## config.mk

```make
export PLATFORM = sky130hd
export DESIGN_NAME = mem_bus_arbiter_flat
export DESIGN_NICKNAME = d
export VERILOG_FILES = /design/src/rtl/mem_bus_arbiter_if.sv /design/src/rtl/mem_bus_arbiter.sv /design/src/flat_wrapper.sv
export SDC_FILE = /design/constraint.sdc
export NUM_CORES = 1
export LEC_CHECK = 0
export CAP_MARGIN = 20
export CORE_AREA = 8 8 85 87
export CTS_BUF_LIST = sky130_fd_sc_hd__clkbuf_4 sky130_fd_sc_hd__clkbuf_8 sky130_fd_sc_hd__clkbuf_16
export CTS_CLUSTER_SIZE = 14
export DETAILED_ROUTE_END_ITERATION = 8
export DIE_AREA = 0 0 93 95
export DONT_BUFFER_PORTS = 1
export PLACE_DENSITY = 0.39
export SLEW_MARGIN = 40
export SYNTH_ARGS = -nofsm -noshare
export SYNTH_HDL_FRONTEND = slang
export SYNTH_SLANG_ARGS = --single-unit
```

## constraint.sdc

```tcl
create_clock -name clock -period 3.16 [get_ports clock]
set_clock_uncertainty 0.2 [all_clocks]
set_input_delay 0.948 -clock clock [delete_from_list [all_inputs] [get_ports clock]]
set_output_delay 0.948 -clock clock [all_outputs]
set_load 0.005 [all_outputs]
```

## src/rtl/mem_bus_arbiter_if.sv

```systemverilog
// Bus bundle between the two requesters (CPU, IOP), the arbiter and the
// single-port main memory.
//   cpu_* / iop_*   : per-master request, lock, address, byte enables, data,
//                     grant and read-valid strobe
//   memory_*        : muxed memory port plus the memory read data return
//   rd_data         : memory read data handed back to both masters
//   owner           : {cpu_gnt, iop_gnt} trace
// Modport slave is the arbiter side; master is the requester/memory side.
interface mem_bus_arbiter_if;
    logic         cpu_req;
    logic         cpu_lock;
    logic [15:31] cpu_address;
    logic [0:3]   cpu_write_en;
    logic [0:31]  cpu_data;
    logic         cpu_gnt;
    logic         cpu_rd_valid;

    logic         iop_req;
    logic         iop_lock;
    logic [15:31] iop_address;
    logic [0:3]   iop_write_en;
    logic [0:31]  iop_data;
    logic         iop_gnt;
    logic         iop_rd_valid;

    logic [15:31] memory_address;
    logic [0:3]   mem_write_en;
    logic [0:31]  memory_data_in;
    logic [0:31]  memory_data_out;
    logic [0:31]  rd_data;
    logic [1:0]   owner;

    modport slave (
        input  cpu_req, cpu_lock, cpu_address, cpu_write_en, cpu_data,
        input  iop_req, iop_lock, iop_address, iop_write_en, iop_data,
        input  memory_data_out,
        output cpu_gnt, cpu_rd_valid, iop_gnt, iop_rd_valid,
        output memory_address, mem_write_en, memory_data_in, rd_data, owner
    );

    modport master (
        output cpu_req, cpu_lock, cpu_address, cpu_write_en, cpu_data,
        output iop_req, iop_lock, iop_address, iop_write_en, iop_data,
        output memory_data_out,
        input  cpu_gnt, cpu_rd_valid, iop_gnt, iop_rd_valid,
        input  memory_address, mem_write_en, memory_data_in, rd_data, owner
    );
endinterface

```

## src/rtl/mem_bus_arbiter.sv

```systemverilog
// Two-master round-robin arbiter for the synchronous-read, byte-write-enabled
// main memory port. The grant is registered; the owner's address, byte enables
// and write data are muxed onto the memory port, and a read-valid strobe goes
// back to the master one cycle after each accepted read. A master asserting
// lock keeps the bus for up to MAX_HOLD consecutive cycles while the other
// master is waiting.
//   clock : system clock, all state on posedge
//   reset : synchronous, active high
//   bus   : mem_bus_arbiter_if.slave (master requests, memory port, strobes)
module mem_bus_arbiter #(
    parameter int MAX_HOLD   = 8,
    parameter bit RESET_LAST = 1'b0
) (
    input  logic              clock,
    input  logic              reset,
    mem_bus_arbiter_if.slave  bus
);
    typedef enum logic [1:0] {G_NONE = 2'd0, G_CPU = 2'd1, G_IOP = 2'd2} grant_t;

    localparam logic [7:0] HOLD_MAX = 8'(MAX_HOLD - 1);

    grant_t     grant, grant_nxt;
    logic       last_served;   // 0 = CPU, 1 = IOP
    logic [7:0] hold_cnt;
    logic       cpu_rd_pend, iop_rd_pend;
    logic       cpu_acc, iop_acc, ls_eff;

    assign bus.cpu_gnt      = (grant == G_CPU);
    assign bus.iop_gnt      = (grant == G_IOP);
    assign bus.owner        = {bus.cpu_gnt, bus.iop_gnt};
    assign bus.cpu_rd_valid = cpu_rd_pend;
    assign bus.iop_rd_valid = iop_rd_pend;
    assign bus.rd_data      = bus.memory_data_out;

    assign cpu_acc = bus.cpu_gnt && bus.cpu_req;
    assign iop_acc = bus.iop_gnt && bus.iop_req;

    // The tie-break must see the access being accepted at this same edge,
    // otherwise an unlocked owner would win the next tie again.
    always_comb begin
        ls_eff = last_served;
        if (cpu_acc)      ls_eff = 1'b0;
        else if (iop_acc) ls_eff = 1'b1;
    end

    always_comb begin
        grant_nxt = G_NONE;
        case ({bus.cpu_req, bus.iop_req})
            2'b10: grant_nxt = G_CPU;
            2'b01: grant_nxt = G_IOP;
            2'b11: begin
                if (grant == G_CPU && bus.cpu_lock && hold_cnt < HOLD_MAX)
                    grant_nxt = G_CPU;
                else if (grant == G_IOP && bus.iop_lock && hold_cnt < HOLD_MAX)
                    grant_nxt = G_IOP;
                else
                    grant_nxt = ls_eff ? G_CPU : G_IOP;
            end
            default: grant_nxt = G_NONE;
        endcase
    end

    always_ff @(posedge clock) begin
        if (reset) begin
            grant       <= G_NONE;
            last_served <= RESET_LAST;
            hold_cnt    <= '0;
            cpu_rd_pend <= 1'b0;
            iop_rd_pend <= 1'b0;
        end else begin
            grant       <= grant_nxt;
            last_served <= ls_eff;
            if (grant_nxt != G_NONE && grant_nxt == grant)
                hold_cnt <= (hold_cnt == HOLD_MAX) ? hold_cnt : hold_cnt + 8'd1;
            else
                hold_cnt <= '0;
            cpu_rd_pend <= cpu_acc && (bus.cpu_write_en == 4'b0000);
            iop_rd_pend <= iop_acc && (bus.iop_write_en == 4'b0000);
        end
    end

    // Port mux. Byte enables are gated by the owner's req so a held grant
    // with no request never writes, and by reset so a write in flight when
    // reset hits is dropped.
    always_comb begin
        bus.memory_address = '0;
        bus.memory_data_in = '0;
        bus.mem_write_en   = '0;
        case (grant)
            G_CPU: begin
                bus.memory_address = bus.cpu_address;
                bus.memory_data_in = bus.cpu_data;
                if (bus.cpu_req) bus.mem_write_en = bus.cpu_write_en;
            end
            G_IOP: begin
                bus.memory_address = bus.iop_address;
                bus.memory_data_in = bus.iop_data;
                if (bus.iop_req) bus.mem_write_en = bus.iop_write_en;
            end
            default: ;
        endcase
        if (reset) bus.mem_write_en = '0;
    end

    a_gnt_onehot: assert property (@(posedge clock) disable iff (reset)
                                   !(bus.cpu_gnt && bus.iop_gnt));
endmodule

```

## src/flat_wrapper.sv

```systemverilog
// flat-port wrapper written by rule: the top's interface ports become plain ports
module mem_bus_arbiter_flat 
#(
    parameter int MAX_HOLD   = 8,
    parameter bit RESET_LAST = 1'b0
)
  (clock, reset, bus_cpu_req, bus_cpu_lock, bus_cpu_address, bus_cpu_write_en, bus_cpu_data, bus_iop_req, bus_iop_lock, bus_iop_address, bus_iop_write_en, bus_iop_data, bus_memory_data_out, bus_cpu_gnt, bus_cpu_rd_valid, bus_iop_gnt, bus_iop_rd_valid, bus_memory_address, bus_mem_write_en, bus_memory_data_in, bus_rd_data, bus_owner);
  mem_bus_arbiter_if bus_i ();
  input  logic clock;
  input  logic reset;
  input wire logic [$bits(bus_i.cpu_req)-1:0] bus_cpu_req;
  input wire logic [$bits(bus_i.cpu_lock)-1:0] bus_cpu_lock;
  input wire logic [$bits(bus_i.cpu_address)-1:0] bus_cpu_address;
  input wire logic [$bits(bus_i.cpu_write_en)-1:0] bus_cpu_write_en;
  input wire logic [$bits(bus_i.cpu_data)-1:0] bus_cpu_data;
  input wire logic [$bits(bus_i.iop_req)-1:0] bus_iop_req;
  input wire logic [$bits(bus_i.iop_lock)-1:0] bus_iop_lock;
  input wire logic [$bits(bus_i.iop_address)-1:0] bus_iop_address;
  input wire logic [$bits(bus_i.iop_write_en)-1:0] bus_iop_write_en;
  input wire logic [$bits(bus_i.iop_data)-1:0] bus_iop_data;
  input wire logic [$bits(bus_i.memory_data_out)-1:0] bus_memory_data_out;
  output wire logic [$bits(bus_i.cpu_gnt)-1:0] bus_cpu_gnt;
  output wire logic [$bits(bus_i.cpu_rd_valid)-1:0] bus_cpu_rd_valid;
  output wire logic [$bits(bus_i.iop_gnt)-1:0] bus_iop_gnt;
  output wire logic [$bits(bus_i.iop_rd_valid)-1:0] bus_iop_rd_valid;
  output wire logic [$bits(bus_i.memory_address)-1:0] bus_memory_address;
  output wire logic [$bits(bus_i.mem_write_en)-1:0] bus_mem_write_en;
  output wire logic [$bits(bus_i.memory_data_in)-1:0] bus_memory_data_in;
  output wire logic [$bits(bus_i.rd_data)-1:0] bus_rd_data;
  output wire logic [$bits(bus_i.owner)-1:0] bus_owner;
  assign bus_i.cpu_req = bus_cpu_req;
  assign bus_i.cpu_lock = bus_cpu_lock;
  assign bus_i.cpu_address = bus_cpu_address;
  assign bus_i.cpu_write_en = bus_cpu_write_en;
  assign bus_i.cpu_data = bus_cpu_data;
  assign bus_i.iop_req = bus_iop_req;
  assign bus_i.iop_lock = bus_iop_lock;
  assign bus_i.iop_address = bus_iop_address;
  assign bus_i.iop_write_en = bus_iop_write_en;
  assign bus_i.iop_data = bus_iop_data;
  assign bus_i.memory_data_out = bus_memory_data_out;
  assign bus_cpu_gnt = bus_i.cpu_gnt;
  assign bus_cpu_rd_valid = bus_i.cpu_rd_valid;
  assign bus_iop_gnt = bus_i.iop_gnt;
  assign bus_iop_rd_valid = bus_i.iop_rd_valid;
  assign bus_memory_address = bus_i.memory_address;
  assign bus_mem_write_en = bus_i.mem_write_en;
  assign bus_memory_data_in = bus_i.memory_data_in;
  assign bus_rd_data = bus_i.rd_data;
  assign bus_owner = bus_i.owner;
  mem_bus_arbiter #(.MAX_HOLD(MAX_HOLD), .RESET_LAST(RESET_LAST)) u_core (.clock(clock), .reset(reset), .bus(bus_i));
endmodule
```

==> impl_metrics.yaml, run 1 <==
cts:
  cts_resized: 0
  htreeDepth: 1
  cts_tree: "built"
  holdBufCountCts: 0
  clk_path_buf_depth: 2
  cts-buffers-inserted: 3
  cts.reportedPaths.clkPinSlew_ns: 0.05
  clock_sinks: 13
  clk_latency_ns: 0.24
  postCtsSetupBuffers: 0
  cts-root-buf: "clkbuf_8"
finish:
  layout_commonest_cell: "nor2_1"
  antennaDiodeCount: 0
  syn_to_final_growth_pct: -7.21
  fin_nets: 351
  layout_common_cells: "nor2_1 (52), a22oi_1 (49), dfxtp_1 (13)"
  layout-drive-gt1-share_pct: 6.90
routing:
  vias: 1705
  drt_iter0_drc: 98
  antenna_left: 0
  wl_per_cell_um: 23.0
  via_per_inst: 6.13
  drtPass1Iterations: 4
  drcViolationCount: 0
  wl_um: 6390
worst_setup_path:
  crit_type: "reg2out"
  crit_path_top_delay_cell: "buf_4"
  rrSetupSlack_ns: 0.77
  start_kind: "register"
  timing.rr.start: "u_core.hold_cnt[3]"
  cp_max_fo: 52
  end_kind: "primary output"
  r2r_end: "u_core.hold_cnt[3]"
  arrival_ns: 1.74
  reg2reg_depth: 5
  cp_top_family: "buffers and inverters"
  worstPathCellList: "inv_1, ha_2, buf_4, a22oi_1, nor2_1"
  max_stage_delay_ns: 0.44
  worstPathRequired_ns: 2.01
  path_buf_inv: 2
hold_path:
  hold_end: "u_core.last_served"
  hold_path.class: "reg2reg"
  min_from: "u_core.last_served"
  min_path_cells: 2
grt:
  grt_max_degree: 53
  overflow: 0
  grt_use_met2_pct: 22.2
  grt_pass1_vias: 1782
  track_usage_pct: 13.0
  grt.met3_usage_pct: 4.76
  grt_pass1_wl_um: 9360
  met1_usage_pct: 14.7
  antenna_found_initial: 0
  grt.busiest_layer: "met2"
synth:
  synthesis.area_sq_um: 1680
  avgSynthCellArea_sq_um: 6.76
  yosysTopAreaCell: "a22oi_1"
  synth_top_area_share_pct: 21.9
  synth_edf_count: 0
  async_flop_share_pct: 0
  synth_nets: 396
  yosysWarnings: 0
  syn_inst: 249
  synth_area_leaders: "a22oi_1 (22%), dfxtp_1 (15%), buf_4 (15%), nor2_1 (12%), mux2i_1 (4.8%)"
  synth_ff_type: "dfxtp_1"
  synth_cell_types: 30
  synth.ff_latch_count: 13
  ys_seq_area_share_pct: 15.5
timing:
  setup_viol: 0
  min_period_ns: 2.89
  slew_viol_final: 0
  finalSetupTns_ns: 0
  clock.fmax_ghz: 0.346
  rsz0062_at_grt: "false"
  fin_ws_ns: 0.271
  hold_violations: 0
  fin_crit_sh_pct: 91.4
  max-slew-margin-rel_pct: 66.6
  worst_pin_slew_ns: 0.502
flow_run:
  maxCapViolations: 0
place:
  port_buffers: 0
  dp_slack_ns: 0.402
  routabilityCongestion: 0.712
  dp_hpwl_um: 5360
die:
  initial_core_util_pct: 28.9
  num_rows: 28
  ios: 235
  fp.coreArea_sq_um: 5820
  die-height_um: 95
  die_width_um: 93
  die-area_sq_um: 8840
pwr:
  p_per_area_nw_per_um2: 304
  ir_drop_v: 0.000123
  leakage_nw: 0.466
status:
  status: "finished, final reports clean"
[cells by family (layout without fill, tap and decap cells)]
group                    count (synthesis)  after routing  share of synthesized area [%]
flip-flops                              13             13                           15.5
buffers and inverters                   61             15                           21.7
AND/OR/NAND/NOR                         89             89                           23.3
XOR/XNOR                                 2              2                           1.04
multiplexers                             8              8                           4.76
AO/OA/AOI/OAI                           73             73                           31.4
adder cells (fa/ha/maj)                  3              3                           2.23
[cells in the mapped netlist, drive strengths merged, types with 2 or more instances]
cell type / count
a21oi: 2
a22oi: 49
a32oi: 4
and2: 2
buf: 38
clkbuf: 20
dfxtp: 13
ha: 3
inv: 3
mux2i: 8
nand2: 7
nand3: 9
nor2: 52
nor3: 9
nor4: 4
o211ai: 2
o21a: 2
o21ai: 9
o31a: 2
or4: 3
xnor2: 2
[worst max-delay path by stage]
stage | from | end | slack [ns] | cells past startpoint
3_3_place_gp | bus_cpu_req | bus_mem_write_en[1] | 0.44 | 4
2_1_floorplan | u_core.grant[1] | bus_memory_data_in[10] | 0.43 | 7
3_5_place_dp | bus_cpu_req | bus_mem_write_en[1] | 0.40 | 4
4_1_cts | u_core.grant[1] | bus_memory_data_in[6] | 0.26 | 5
6_report | u_core.grant[1] | bus_memory_data_in[23] | 0.27 | 5
5_1_grt | u_core.grant[1] | bus_memory_data_in[23] | 0.13 | 5
[layer usage]
layer	up-vias	wire, um
li1	778	-
met3	6	561
met2	108	3250
met5	-	0
met1	813	2530
met4	0	52
[power by group]
| part | switching (W) | internal, W | leakage (nW) |
|---|---|---|---|
| sequential | 0.00000203 | 0.000167 | 0.105 |
| clock | 0.0000588 | 0.0000976 | 0.0262 |
| combinational | 0.0000939 | 0.0000551 | 0.335 |
| total | 0.000155 | 0.000320 | 0.466 |
[worst reg2reg max path, cell delays in order, from the launching register on]
cell,delay [ns]
dfxtp_1,0.34
or4_1,0.67
or4_1,0.54
a21oi_1,0.18
buf_4,0.20
mux2i_1,0.19
[stage by stage]
stage	hold WS [ns]	util, %	power [W]	cells	cell area, sq um
CTS	0.313	26.9	0.000485	278	1560
global placement	0.290	26.0	0.000323	274	1510
floorplan	0.273	-	0.000324	249	1680
finish	0.311	26.9	0.000474	278	1560
detailed placement	0.297	26.0	0.000324	274	1510
global route	0.348	26.9	0.000509	278	1560
[flip-flops by register name (all words and copies together) (netlist names)]
register,count
u_core.hold_cnt,8
u_core.last_served,1
u_core.bus.cpu_rd_valid,1
u_core.grant,2
u_core.bus.iop_rd_valid,1
[area by class of cell]
cell class | instances | area [sq um]
Inverter | 3 | 11.3
Tap cell | 75 | 93.8
Clock buffer | 4 | 48.8
Sequential cell | 13 | 260
Timing Repair Buffer | 8 | 85.1
Fill cell | 651 | 4250
Multi-Input combinational cell | 175 | 1060
No activity file was read; power rests on OpenSTA's default activity.
==> inputs of run 2 (changes only) <==
- HOLD_SLACK_MARGIN: not set -> 0.02
- PLACE_DENSITY: 0.39 -> not set
==> run 2 against run 1 <==
Compared with the run above:
- wire length grew 4.9%
- sequential power barely moved
- register-to-register slack worse by 0.05 ns
- global-route usage increased by 0.88 points
- first-iteration DRC count up 14%
- critical path type unchanged
- highest routed layer unchanged
==> impl_metrics.yaml, run 2 (synthesis results as in run 1) <==
grt:
  grt_max_degree: 48
  track_usage_pct: 13.8
  grt_pass1_wl_um: 9750
  antenna_found_initial: 0
  grt_pass1_vias: 1730
  overflow: 0
routing:
  vias: 1730
  wl_per_cell_um: 24.0
  wl_um: 6700
  antenna_left: 0
  via_per_inst: 6.20
  drtPass1Iterations: 4
  drcViolationCount: 0
  drt_iter0_drc: 112
finish:
  fin_area_sq_um: 1560
  top_regs: "u_core.hold_cnt (8), u_core.grant (2)"
  largest_reg_flops: 8
  largest-register: "u_core.hold_cnt"
  fin_nets: 352
  layout_commonest_cell: "nor2_1"
  syn_to_final_growth_pct: -7.51
  layout-drive-gt1-share_pct: 7.35
  layout_common_cells: "nor2_1 (52), a22oi_1 (49), dfxtp_1 (13)"
  antennaDiodeCount: 0
place:
  dp_hpwl_um: 5560
  port_buffers: 0
  routabilityCongestion: 0.787
  placed_cell_area_sq_um: 1510
pwr:
  leakage_nw: 0.465
  ir_drop_v: 0.000116
  p_per_area_nw_per_um2: 308
worst_setup_path:
  cp_max_fo: 47
  end_kind: "primary output"
  reg2reg_depth: 5
  start_kind: "register"
  timing.rr.start: "u_core.hold_cnt[3]"
  arrival_ns: 1.72
  crit_type: "reg2out"
  worstPathRequired_ns: 2.01
  rrSetupSlack_ns: 0.72
  r2r_end: "u_core.hold_cnt[7]"
cts:
  clk_path_buf_depth: 2
  clk_latency_ns: 0.25
  htreeDepth: 1
  cts_resized: 0
  holdBufCountCts: 0
  cts-buffers-inserted: 3
  postCtsSetupBuffers: 0
  cts.reportedPaths.clkPinSlew_ns: 0.06
  cts-root-buf: "clkbuf_8"
  cts_tree: "built"
  clock_sinks: 13
status:
  status: "finished, final reports clean"
timing:
  finalSetupTns_ns: 0
  worst_pin_slew_ns: 0.480
  setup_viol: 0
  rsz0062_at_grt: "false"
  min_period_ns: 2.86
  slew_viol_final: 0
  fin_crit_sh_pct: 90.6
  max-slew-margin-rel_pct: 68.0
  clock.fmax_ghz: 0.349
  hold_violations: 0
flow_run:
  maxCapViolations: 0
die:
  fp.coreArea_sq_um: 5820
  die-area_sq_um: 8840
  num_rows: 28
  die-height_um: 95
  ios: 235
  die_width_um: 93
  initial_core_util_pct: 28.9
hold_path:
  min_from: "u_core.last_served"
  hold_end: "u_core.last_served"
  hold_path.class: "reg2reg"
  min_path_cells: 2
==> run 2: cell types whose count changed in the layout (fill, tap and decap cells not counted), sizes merged <==
| cell | previous run | this run |
|---|---|---|
| buf | 8 | 9 |
==> run 2: metal layers <==
metal	GRT usage, %	share of wire [%]	vias up	wire [um]
met3	6.03	12	5	771
li1	-	-	785	-
met1	15.6	38	807	2520
met5	0	0	-	0
met4	4.16	1.0	0	68
met2	23.2	50	133	3340
==> run 2: how the worst max path moves through the flow <==
stage	slack, ns	startpoint	to	depth (start not counted)
after floorplan	0.43	u_core.grant[1]	bus_memory_data_in[10]	7
after CTS	0.30	u_core.grant[1]	bus_mem_write_en[2]	5
after detailed placement	0.47	bus_cpu_req	bus_mem_write_en[2]	3
final	0.30	u_core.grant[0]	bus_memory_data_in[25]	5
after global placement	0.50	bus_cpu_req	bus_mem_write_en[1]	3
after global routing	0.18	u_core.grant[0]	bus_memory_data_in[25]	5
==> run 2: cell type report <==
cell class | count | area (sq um)
repair buffers | 9 | 80.1
flip-flops and latches | 13 | 260
fillers | 670 | 4260
well taps | 75 | 93.8
multi-input cells | 175 | 1060
clock buffers | 4 | 48.8
inverters | 3 | 11.3
==> run 2: power breakdown <==
part           switching, W  total, W  internal (W)
sequential       0.00000220  0.000169      0.000167
combinational     0.0000982  0.000152     0.0000534
clock             0.0000608  0.000159     0.0000978
total              0.000161  0.000479      0.000318
==> run 2: per-stage QoR <==
stage	utilization [%]	setup slack, ns	hold slack, ns	std cells	power [W]
final	26.8	0.297	0.347	279	0.000479
after global routing	26.8	0.178	0.387	279	0.000512
after CTS	26.8	0.303	0.363	279	0.000484
after detailed placement	25.9	0.473	0.348	275	0.000325
after global placement	25.9	0.497	0.305	275	0.000322
after floorplan	-	0.430	0.273	249	0.000324
==> run 2: critical path: stages (launching register included) <==
cell and delay [ns]:
dfxtp_1 0.33, inv_1 0.08, ha_2 0.18, buf_4 0.41
a22oi_1 0.23, nor2_1 0.22
==> inputs of run 3 (changes only) <==
- CTS_CLUSTER_DIAMETER: not set -> 60
- clock period: 3.16 -> 3.1 ns (I/O delays scaled with it)
==> run 3 against run 2 <==
Compared with the run above:
- final area increased by 0.64%
- worst setup slack better by 0.012 ns
- sequential power grew 2%
- cell count down 0.72%
- wire length is 1.2% lower
- die area unchanged
- first-iteration DRC count increased by 3.6%
- count of clock-buffer cells in the layout unchanged
- clock power hardly changed
- non-clock buffer count is 2 lower
- critical endpoint unchanged
- largest cell class unchanged
==> impl_metrics.yaml, run 3 (synthesis results as in run 1) <==
routing:
  via_per_inst: 6.27
  vias: 1736
  wl_um: 6620
  wl_per_cell_um: 23.9
  drt_iter0_drc: 116
  drcViolationCount: 0
  drtPass1Iterations: 4
  antenna_left: 0
finish:
  syn_to_final_growth_pct: -6.91
  largest_reg_flops: 8
  layout_commonest_cell: "nor2_1"
  fin_area_sq_um: 1570
  top_regs: "u_core.hold_cnt (8), u_core.grant (2)"
  antennaDiodeCount: 0
  fin_nets: 350
  layout_common_cells: "nor2_1 (52), a22oi_1 (49), dfxtp_1 (13)"
  n_fill_cell: 638
  largest-register: "u_core.hold_cnt"
  layout-drive-gt1-share_pct: 6.44
die:
  die-height_um: 95
  fp.coreArea_sq_um: 5820
  die_width_um: 93
  die-area_sq_um: 8840
  ios: 235
  initial_core_util_pct: 28.9
  num_rows: 28
pwr:
  ir_drop_v: 0.000113
  leakage_nw: 0.464
  p_per_area_nw_per_um2: 313
timing:
  min_period_ns: 2.79
  finalSetupTns_ns: 0
  slew_viol_final: 0
  setup_viol: 0
  holdWs_ns: 0.334
  max-slew-margin-rel_pct: 72.9
  clock.fmax_ghz: 0.358
  worst_pin_slew_ns: 0.407
  hold_violations: 0
  fin_crit_sh_pct: 90.0
  rsz0062_at_grt: "false"
cts:
  htreeDepth: 1
  cts.reportedPaths.clkPinSlew_ns: 0.06
  postCtsSetupBuffers: 0
  cts-root-buf: "clkbuf_8"
  holdBufCountCts: 0
  clock_sinks: 13
  cts_tree: "built"
  cts_resized: 0
  clk_path_buf_depth: 2
  clk_latency_ns: 0.24
  cts-buffers-inserted: 3
worst_setup_path:
  crit_type: "reg2out"
  start_kind: "register"
  max_stage_delay_ns: 0.38
  arrival_ns: 1.66
  rrSetupSlack_ns: 0.68
  cp_max_fo: 43
  worstPathRequired_ns: 1.97
  end_kind: "primary output"
  worstPathCellList: "inv_1, ha_2, buf_12, a22oi_1, nor2_1"
  crit_path_top_delay_cell: "ha_2"
grt:
  grt_max_degree: 52
  track_usage_pct: 13.4
  overflow: 0
  antenna_found_initial: 0
  grt_pass1_wl_um: 9450
  grt_pass1_vias: 1797
place:
  dp_hpwl_um: 5510
  placed_cell_area_sq_um: 1520
  port_buffers: 0
  routabilityCongestion: 0.808
status:
  status: "finished, final reports clean"
flow_run:
  maxCapViolations: 0
hold_path:
  hold_path.class: "reg2reg"
run 3: final cells by class:
| cell class | instances | area (sq um) | share of cell area (%) |
|---|---|---|---|
| clock buffers | 4 | 48.8 | 3.12 |
| inverters | 3 | 11.3 | 0.719 |
| multi-input cells | 175 | 1060 | 67.8 |
| flip-flops and latches | 13 | 260 | 16.6 |
| well taps | 75 | 93.8 | 5.99 |
| repair buffers | 7 | 90.1 | 5.75 |
run 3: per-layer routing:
layer / vias up / part of all wire, % / global-route usage [%]
li1: 776 / - / -
met1: 806 / 36 / 14.0
met2: 144 / 51 / 22.7
met3: 10 / 12 / 6.59
met4: 0 / 1.4 / 4.97
met5: - / 0 / 0
run 3: worst paths after layout:
check	startpoint	end	depth (start not counted)
hold reg to reg	u_core.last_served	u_core.last_served	2
setup / recovery	u_core.grant[1]	bus_memory_data_in[25]	5
hold / removal	u_core.last_served	u_core.last_served	2
setup reg to reg	u_core.hold_cnt[3]	u_core.hold_cnt[3]	5
run 3: critical path, delay by kind of cell (launching register included):
family | cells | cell delay, ns
compound gates | 1 | 0.18
fa+ha+maj | 1 | 0.38
buf+inv | 2 | 0.31
flops | 1 | 0.32
simple gates | 1 | 0.18
run 3: stage by stage:
stage / cells / power, W / setup WS, ns / util [%]
floorplan: 249 / 0.000331 / 0.388 / -
finish: 277 / 0.000491 / 0.309 / 26.9
global route: 277 / 0.000525 / 0.178 / 26.9
detailed placement: 273 / 0.000336 / 0.495 / 26.1
CTS: 277 / 0.000498 / 0.288 / 26.9
global placement: 273 / 0.000333 / 0.499 / 26.1
run 3: power by group:
part	leakage, nW	switching [W]	internal [W]
Combinational	0.332	0.0000992	0.0000583
Sequential	0.105	0.00000226	0.000170
Clock	0.0262	0.0000612	0.0000996
